**src/rtl/mem_arbiter_if.sv**
```systemverilog
// Bundle of requester-side and memory-side signals for mem_arbiter.
// Requester i occupies slice [i*W +: W] of each packed per-port vector.
interface mem_arbiter_if #(
  parameter int unsigned NUM_PORTS  = 2,
  parameter int unsigned LINE_WIDTH = 256,
  parameter int unsigned ADDR_WIDTH = 32,
  parameter int unsigned MBE_WIDTH  = 4
);
  localparam int unsigned IdxW = $clog2(NUM_PORTS);

  // Requester side
  logic [NUM_PORTS-1:0]            req_read;
  logic [NUM_PORTS-1:0]            req_write;
  logic [NUM_PORTS*ADDR_WIDTH-1:0] req_addr;
  logic [NUM_PORTS*LINE_WIDTH-1:0] req_wdata;
  logic [NUM_PORTS*MBE_WIDTH-1:0]  req_mbe;
  logic [LINE_WIDTH-1:0]           req_rdata;
  logic [NUM_PORTS-1:0]            req_resp;

  // Memory side
  logic                            mem_read;
  logic                            mem_write;
  logic [ADDR_WIDTH-1:0]           mem_address;
  logic [LINE_WIDTH-1:0]           mem_wdata;
  logic [MBE_WIDTH-1:0]            mem_byte_enable;
  logic [LINE_WIDTH-1:0]           mem_rdata;
  logic                            mem_resp;

  // Current owner
  logic                            grant_valid;
  logic [IdxW-1:0]                 grant_idx;

  // Arbiter view: owns the memory bus and the grant.
  modport master (
    input  req_read, req_write, req_addr, req_wdata, req_mbe,
    input  mem_rdata, mem_resp,
    output req_rdata, req_resp,
    output mem_read, mem_write, mem_address, mem_wdata, mem_byte_enable,
    output grant_valid, grant_idx
  );

  // Environment view: requesters plus the memory model.
  modport slave (
    output req_read, req_write, req_addr, req_wdata, req_mbe,
    output mem_rdata, mem_resp,
    input  req_rdata, req_resp,
    input  mem_read, mem_write, mem_address, mem_wdata, mem_byte_enable,
    input  grant_valid, grant_idx
  );
endinterface

```
**src/rtl/mem_arbiter.sv**
```systemverilog
// N-port cache-to-memory arbiter, round-robin by default; defining
// MEM_ARB_FIXED_PRIO_EN switches to fixed priority (lowest index wins).
module mem_arbiter #(
  parameter int unsigned NUM_PORTS  = 2,
  parameter int unsigned LINE_WIDTH = 256,
  parameter int unsigned ADDR_WIDTH = 32,
  parameter int unsigned MBE_WIDTH  = 4
) (
  input  logic          clk,
  input  logic          rst,
  mem_arbiter_if.master bus
);
  localparam int unsigned IdxW = $clog2(NUM_PORTS);

  typedef enum logic [0:0] {StIdle, StBusy} state_e;

  state_e          state_q, state_d;
  logic [IdxW-1:0] grant_idx_q, grant_idx_d;

  logic [NUM_PORTS-1:0] requesting;
  logic [NUM_PORTS-1:0] served_mask;
  logic [NUM_PORTS-1:0] arb_cand;
  logic [IdxW-1:0]      arb_start;
  logic [IdxW-1:0]      cand_idx;
  logic [IdxW-1:0]      arb_idx;
  logic                 arb_found;
  logic                 grant_take;

  logic [ADDR_WIDTH-1:0] addr_arr  [NUM_PORTS];
  logic [LINE_WIDTH-1:0] wdata_arr [NUM_PORTS];
  logic [MBE_WIDTH-1:0]  mbe_arr   [NUM_PORTS];

  for (genvar i = 0; i < NUM_PORTS; i++) begin : gen_unpack
    assign addr_arr[i]  = bus.req_addr[i*ADDR_WIDTH +: ADDR_WIDTH];
    assign wdata_arr[i] = bus.req_wdata[i*LINE_WIDTH +: LINE_WIDTH];
    assign mbe_arr[i]   = bus.req_mbe[i*MBE_WIDTH +: MBE_WIDTH];
  end

  assign requesting = bus.req_read | bus.req_write;

  always_comb begin
    served_mask = '0;
    served_mask[grant_idx_q] = 1'b1;
  end

  // While busy only a response re-arbitrates, and the port just served sits out.
  assign arb_cand = (state_q == StBusy) ? (requesting & ~served_mask) : requesting;

`ifdef MEM_ARB_FIXED_PRIO_EN
  assign arb_start = '0;
`else
  logic [IdxW-1:0] last_grant_q, last_grant_d;

  assign arb_start = (last_grant_q == IdxW'(NUM_PORTS - 1)) ? '0 : last_grant_q + IdxW'(1);
  assign last_grant_d = grant_take ? arb_idx : last_grant_q;

  always_ff @(posedge clk) begin
    if (rst) begin
      last_grant_q <= IdxW'(NUM_PORTS - 1);
    end else begin
      last_grant_q <= last_grant_d;
    end
  end
`endif

  // Circular search from arb_start; first candidate found wins.
  always_comb begin
    arb_found = 1'b0;
    arb_idx   = '0;
    cand_idx  = '0;
    for (int unsigned off = 0; off < NUM_PORTS; off++) begin
      cand_idx = IdxW'((32'(arb_start) + off) % NUM_PORTS);
      if (!arb_found && arb_cand[cand_idx]) begin
        arb_found = 1'b1;
        arb_idx   = cand_idx;
      end
    end
  end

  always_comb begin
    state_d     = state_q;
    grant_idx_d = grant_idx_q;
    grant_take  = 1'b0;
    unique case (state_q)
      StIdle: begin
        if (arb_found) begin
          state_d    = StBusy;
          grant_take = 1'b1;
        end
      end
      StBusy: begin
        if (bus.mem_resp) begin
          if (arb_found) begin
            grant_take = 1'b1;
          end else begin
            state_d = StIdle;
          end
        end else if (!requesting[grant_idx_q]) begin
          state_d = StIdle;
        end
      end
      default: state_d = StIdle;
    endcase
    if (grant_take) begin
      grant_idx_d = arb_idx;
    end
  end

  always_ff @(posedge clk) begin
    if (rst) begin
      state_q     <= StIdle;
      grant_idx_q <= '0;
    end else begin
      state_q     <= state_d;
      grant_idx_q <= grant_idx_d;
    end
  end

  always_comb begin
    bus.mem_read        = 1'b0;
    bus.mem_write       = 1'b0;
    bus.mem_address     = '0;
    bus.mem_wdata       = '0;
    bus.mem_byte_enable = '0;
    bus.req_resp        = '0;
    if (state_q == StBusy) begin
      bus.mem_read              = bus.req_read[grant_idx_q];
      bus.mem_write             = bus.req_write[grant_idx_q];
      bus.mem_address           = addr_arr[grant_idx_q];
      bus.mem_wdata             = wdata_arr[grant_idx_q];
      bus.mem_byte_enable       = mbe_arr[grant_idx_q];
      bus.req_resp[grant_idx_q] = bus.mem_resp;
    end
  end

  assign bus.req_rdata   = bus.mem_rdata;
  assign bus.grant_valid = (state_q == StBusy);
  assign bus.grant_idx   = grant_idx_q;

endmodule

```
**src/flat_wrapper.sv**
```systemverilog
// flat-port wrapper written by rule: the top's interface ports become plain ports
module mem_arbiter_flat 
#(
  parameter int unsigned NUM_PORTS  = 2,
  parameter int unsigned LINE_WIDTH = 256,
  parameter int unsigned ADDR_WIDTH = 32,
  parameter int unsigned MBE_WIDTH  = 4
)
  (clk, rst, bus_req_read, bus_req_write, bus_req_addr, bus_req_wdata, bus_req_mbe, bus_mem_rdata, bus_mem_resp, bus_req_rdata, bus_req_resp, bus_mem_read, bus_mem_write, bus_mem_address, bus_mem_wdata, bus_mem_byte_enable, bus_grant_valid, bus_grant_idx);
  mem_arbiter_if #(.NUM_PORTS(NUM_PORTS), .LINE_WIDTH(LINE_WIDTH), .ADDR_WIDTH(ADDR_WIDTH), .MBE_WIDTH(MBE_WIDTH)) bus_i ();
  input  logic clk;
  input  logic rst;
  input wire logic [$bits(bus_i.req_read)-1:0] bus_req_read;
  input wire logic [$bits(bus_i.req_write)-1:0] bus_req_write;
  input wire logic [$bits(bus_i.req_addr)-1:0] bus_req_addr;
  input wire logic [$bits(bus_i.req_wdata)-1:0] bus_req_wdata;
  input wire logic [$bits(bus_i.req_mbe)-1:0] bus_req_mbe;
  input wire logic [$bits(bus_i.mem_rdata)-1:0] bus_mem_rdata;
  input wire logic [$bits(bus_i.mem_resp)-1:0] bus_mem_resp;
  output wire logic [$bits(bus_i.req_rdata)-1:0] bus_req_rdata;
  output wire logic [$bits(bus_i.req_resp)-1:0] bus_req_resp;
  output wire logic [$bits(bus_i.mem_read)-1:0] bus_mem_read;
  output wire logic [$bits(bus_i.mem_write)-1:0] bus_mem_write;
  output wire logic [$bits(bus_i.mem_address)-1:0] bus_mem_address;
  output wire logic [$bits(bus_i.mem_wdata)-1:0] bus_mem_wdata;
  output wire logic [$bits(bus_i.mem_byte_enable)-1:0] bus_mem_byte_enable;
  output wire logic [$bits(bus_i.grant_valid)-1:0] bus_grant_valid;
  output wire logic [$bits(bus_i.grant_idx)-1:0] bus_grant_idx;
  assign bus_i.req_read = bus_req_read;
  assign bus_i.req_write = bus_req_write;
  assign bus_i.req_addr = bus_req_addr;
  assign bus_i.req_wdata = bus_req_wdata;
  assign bus_i.req_mbe = bus_req_mbe;
  assign bus_i.mem_rdata = bus_mem_rdata;
  assign bus_i.mem_resp = bus_mem_resp;
  assign bus_req_rdata = bus_i.req_rdata;
  assign bus_req_resp = bus_i.req_resp;
  assign bus_mem_read = bus_i.mem_read;
  assign bus_mem_write = bus_i.mem_write;
  assign bus_mem_address = bus_i.mem_address;
  assign bus_mem_wdata = bus_i.mem_wdata;
  assign bus_mem_byte_enable = bus_i.mem_byte_enable;
  assign bus_grant_valid = bus_i.grant_valid;
  assign bus_grant_idx = bus_i.grant_idx;
  mem_arbiter #(.NUM_PORTS(NUM_PORTS), .LINE_WIDTH(LINE_WIDTH), .ADDR_WIDTH(ADDR_WIDTH), .MBE_WIDTH(MBE_WIDTH)) u_core (.clk(clk), .rst(rst), .bus(bus_i));
endmodule
```
**config.mk**
```make
export PLATFORM = sky130hd
export DESIGN_NAME = mem_arbiter_flat
export DESIGN_NICKNAME = d
export VERILOG_FILES = /design/src/rtl/mem_arbiter_if.sv /design/src/rtl/mem_arbiter.sv /design/src/flat_wrapper.sv
export SDC_FILE = /design/constraint.sdc
export NUM_CORES = 1
export LEC_CHECK = 0
export ABC_AREA = 1
export CORE_AREA = 2 2 546 548
export CTS_CLUSTER_DIAMETER = 150
export DETAILED_ROUTE_END_ITERATION = 8
export DIE_AREA = 0 0 548 550
export HOLD_SLACK_MARGIN = 0.1
export PLACE_DENSITY = 0.3
export SYNTH_ARGS = -nofsm -noshare
export SYNTH_HDL_FRONTEND = slang
export SYNTH_SLANG_ARGS = --single-unit
```
**constraint.sdc**
```tcl
create_clock -name clk -period 1.09 [get_ports clk]
set_input_delay 0.1635 -clock clk [delete_from_list [all_inputs] [get_ports clk]]
set_output_delay 0.1635 -clock clk [all_outputs]
set_load 0.01 [all_outputs]
```
==> results.sh <==
export IMPL_top_layer="met5"
export IMPL_cts_buffer_depth=2
export IMPL_r2r_start="u_core.bus.grant_valid"
export IMPL_final_hold_viol_count=0
export IMPL_worst_setup_path_type="register to primary output"
export IMPL_cp_num_buf_inv=4
export IMPL_cts_buffers=3
export IMPL_wire_per_inst_um=34.7
export IMPL_hold_slack_ns=0.327
export IMPL_hold_class="input pin to primary output"
export IMPL_ys_ff_latch=3
export IMPL_port_buffers=888
export IMPL_r2r_end="u_core.bus.grant_idx"
export IMPL_r2r_setup_slack_ns=-0.81
export IMPL_total_power_w=0.0165
export IMPL_gr_total_overflow=0
export IMPL_worst_ep_arrival_time_ns=1.95
export IMPL_cts_root_buf="clkbuf_16"
export IMPL_synth_seq_area_share=0.00951
export IMPL_synthTopCellsByArea="nand2_1, buf_4, nand3_1, buf_2, dfxtp_1"
export IMPL_dpl_hpwl_um=181000
export IMPL_period_share=1.94
export IMPL_finalSetupViolCount=301
export IMPL_start_kind="register"
export IMPL_postRouteAntennaNets=0
export IMPL_cts_num_sinks=3
export IMPL_ys_warn_count=0
export IMPL_maxCapViolations=0
export IMPL_firstDrtPassIters=5
export IMPL_critical_path_required_ns=0.93
export IMPL_area_growth_pct=265
export IMPL_tightest_slew_ns=0.490
export IMPL_power_density_mw_per_mm2=713
export IMPL_drt_iter0_markers=790
export IMPL_endpoint_kind="primary output"
export IMPL_crit_chain="buf_12, buf_16, buf_6, nand3_1, nand2_1, clkdlybuf4s50_1"
export IMPL_die_area_sq_mm=0.301
export IMPL_postLayoutSetupSlackWorst_ns=-1.02
export IMPL_ys_types=14
export IMPL_slew_viol_final=0
export IMPL_grt_usage=0.123
export IMPL_reg2reg_depth=10
export IMPL_period_minus_slack_ns=2.11
export IMPL_drive_gt1_frac=0.343
export IMPL_slowest_stage="clkdlybuf4s50_1"
export IMPL_route_met2_wl_um=86300
export IMPL_antenna_found_initial=170
export IMPL_grt_pass1_wl_um=222000
export IMPL_met3_length_um=42700
export IMPL_grt_pass1_vias=12076
export IMPL_rows=200
export IMPL_h_tree_depth=1
export IMPL_gp_congestion=0.966
export IMPL_syn_nets=2109
export IMPL_cts_tree="yes"
export IMPL_core_area_sq_mm=0.296
export IMPL_clkLatencyLatePin_ns=0.22
export IMPL_fin_nets=2838
export IMPL_fmax_mhz=474
export IMPL_initial_core_util=0.0214
export IMPL_syn_inst=1262
export IMPL_synth_area_sq_mm=0.00631
export IMPL_vias=12859
export IMPL_avgSynthCellArea_sq_um=5.00
export IMPL_detail_route_vias_per_cell=2.16
export IMPL_fin_util=0.0781
export IMPL_wl_met1_um=68100
export IMPL_cp_max_fo=17
export IMPL_cpLargestDelayFamily="buffers and inverters"
export IMPL_grt_max_degree=46
export IMPL_finalClockSkew_ns=0.0000496
export IMPL_critPathMaxStageDelay_ns=0.57
export IMPL_synth_top_area_share=0.352
export IMPL_fp_dieW_um=548
export IMPL_rsz0062_at_grt="yes"
export IMPL_dp_slack_ns=-1.10
export IMPL_routed_wl_um=207000
export IMPL_boundaryPins=1401
export IMPL_drc=0
export IMPL_ir_drop_v=0.000411
export IMPL_yosys_area_top_type="nand2_1"
export IMPL_crit_cells=6
export IMPL_cts_clk_slew_worst_paths_ns=0.03
export IMPL_slew_headroom=0.672
export IMPL_die_height_um=550
export IMPL_status="complete, but fails checks"
export IMPL_startpoint="u_core.bus.grant_valid"
export IMPL_p_leak_nw=8.95
export IMPL_violations="setup timing"
export IMPL_crit_end="bus_mem_wdata[231]"
-- how the worst min path moves through the flow --
stage,start,endpoint,cells past startpoint
2_1_floorplan,rst,u_core.bus.grant_idx,1
3_3_place_gp,bus_mem_rdata[19],bus_req_rdata[19],0
3_5_place_dp,bus_mem_rdata[19],bus_req_rdata[19],0
4_1_cts,bus_mem_rdata[19],bus_req_rdata[19],0
5_1_grt,bus_mem_rdata[94],bus_req_rdata[94],0
6_report,bus_mem_rdata[103],bus_req_rdata[103],0
-- stage by stage --
step | cell area, sq um | TNS [ns] | std cells
global placement | 20000 | -257.71 | 5821
floorplan | 6580 | -22.04 | 1262
global route | 23000 | -267.35 | 5934
CTS | 20600 | -296.84 | 5836
detailed placement | 20000 | -251.79 | 5821
finish | 23100 | -245.43 | 5965
-- metal layers --
layer | vias up | GRT usage
li1 | 5269 | -
met1 | 5770 | 0.122
met2 | 1162 | 0.181
met3 | 504 | 0.119
met4 | 154 | 0.0321
met5 | - | 0
-- sequential cells by signal (all words and copies together), names as in the netlist --
name                    flops
u_core.bus.grant_idx        1
u_core.bus.grant_valid      1
u_core.last_grant_q         1
-- area by class of cell --
type | count | area, sq um
flip-flops and latches | 3 | 67.6
repair inverters | 1 | 30.0
diodes | 36 | 90.1
fillers | 34658 | 272000
clock buffers | 4 | 78.8
repair buffers | 1077 | 12900
well taps | 3939 | 4930
inverters | 5 | 47.5
multi-input cells | 900 | 4960
-- layout by cell type (no fill, tap or decap), types with 3 or more instances in the layout --
cell,Yosys,routed
clkdlybuf4s50_1,0,603
nand2_1,592,403
nand3_1,295,232
buf_12,0,161
nand2_2,0,148
buf_4,276,85
clkbuf_2,0,46
dlymetal6s2s_1,0,45
nand2_4,1,40
nand3_2,0,39
diode_2,0,36
buf_6,2,34
clkbuf_16,0,30
clkdlybuf4s15_2,0,28
nand3_4,0,24
buf_16,0,19
buf_2,67,12
buf_8,0,8
dlygate4sd2_1,0,6
o21ai_0,4,4
inv_1,4,3
nor2_1,3,3
a21oi_1,3,3
-- report_power, final --
part           internal, W  switching (W)
Clock             0.000483      0.0000999
Combinational      0.00747        0.00825
Sequential        0.000127      0.0000291
Total              0.00808        0.00838
-- repair_timing --
item,CTS,global route
pin swaps,9,52
cloned,7,34
gates resized for setup,203,530
setup endpoints to repair,301,301
hold buffers,0,0
setup buffers,4,59
-- cell families after synthesis --
family / synth area share
and+or+nand+nor: 0.592
buffers and inverters: 0.393
AOI/OAI and AO/OA: 0.00555
DFF: 0.00951
-- Yosys cell counts --
master / number
nand2_1: 592
nand3_1: 295
buf_4: 276
buf_2: 67
clkbuf_1: 9
inv_1: 4
o21ai_0: 4
a21oi_1: 3
dfxtp_1: 3
nor2_1: 3
buf_6: 2
nand3b_1: 2
inv_2: 1
nand2_4: 1
No activity file was read; power rests on OpenSTA's default activity.
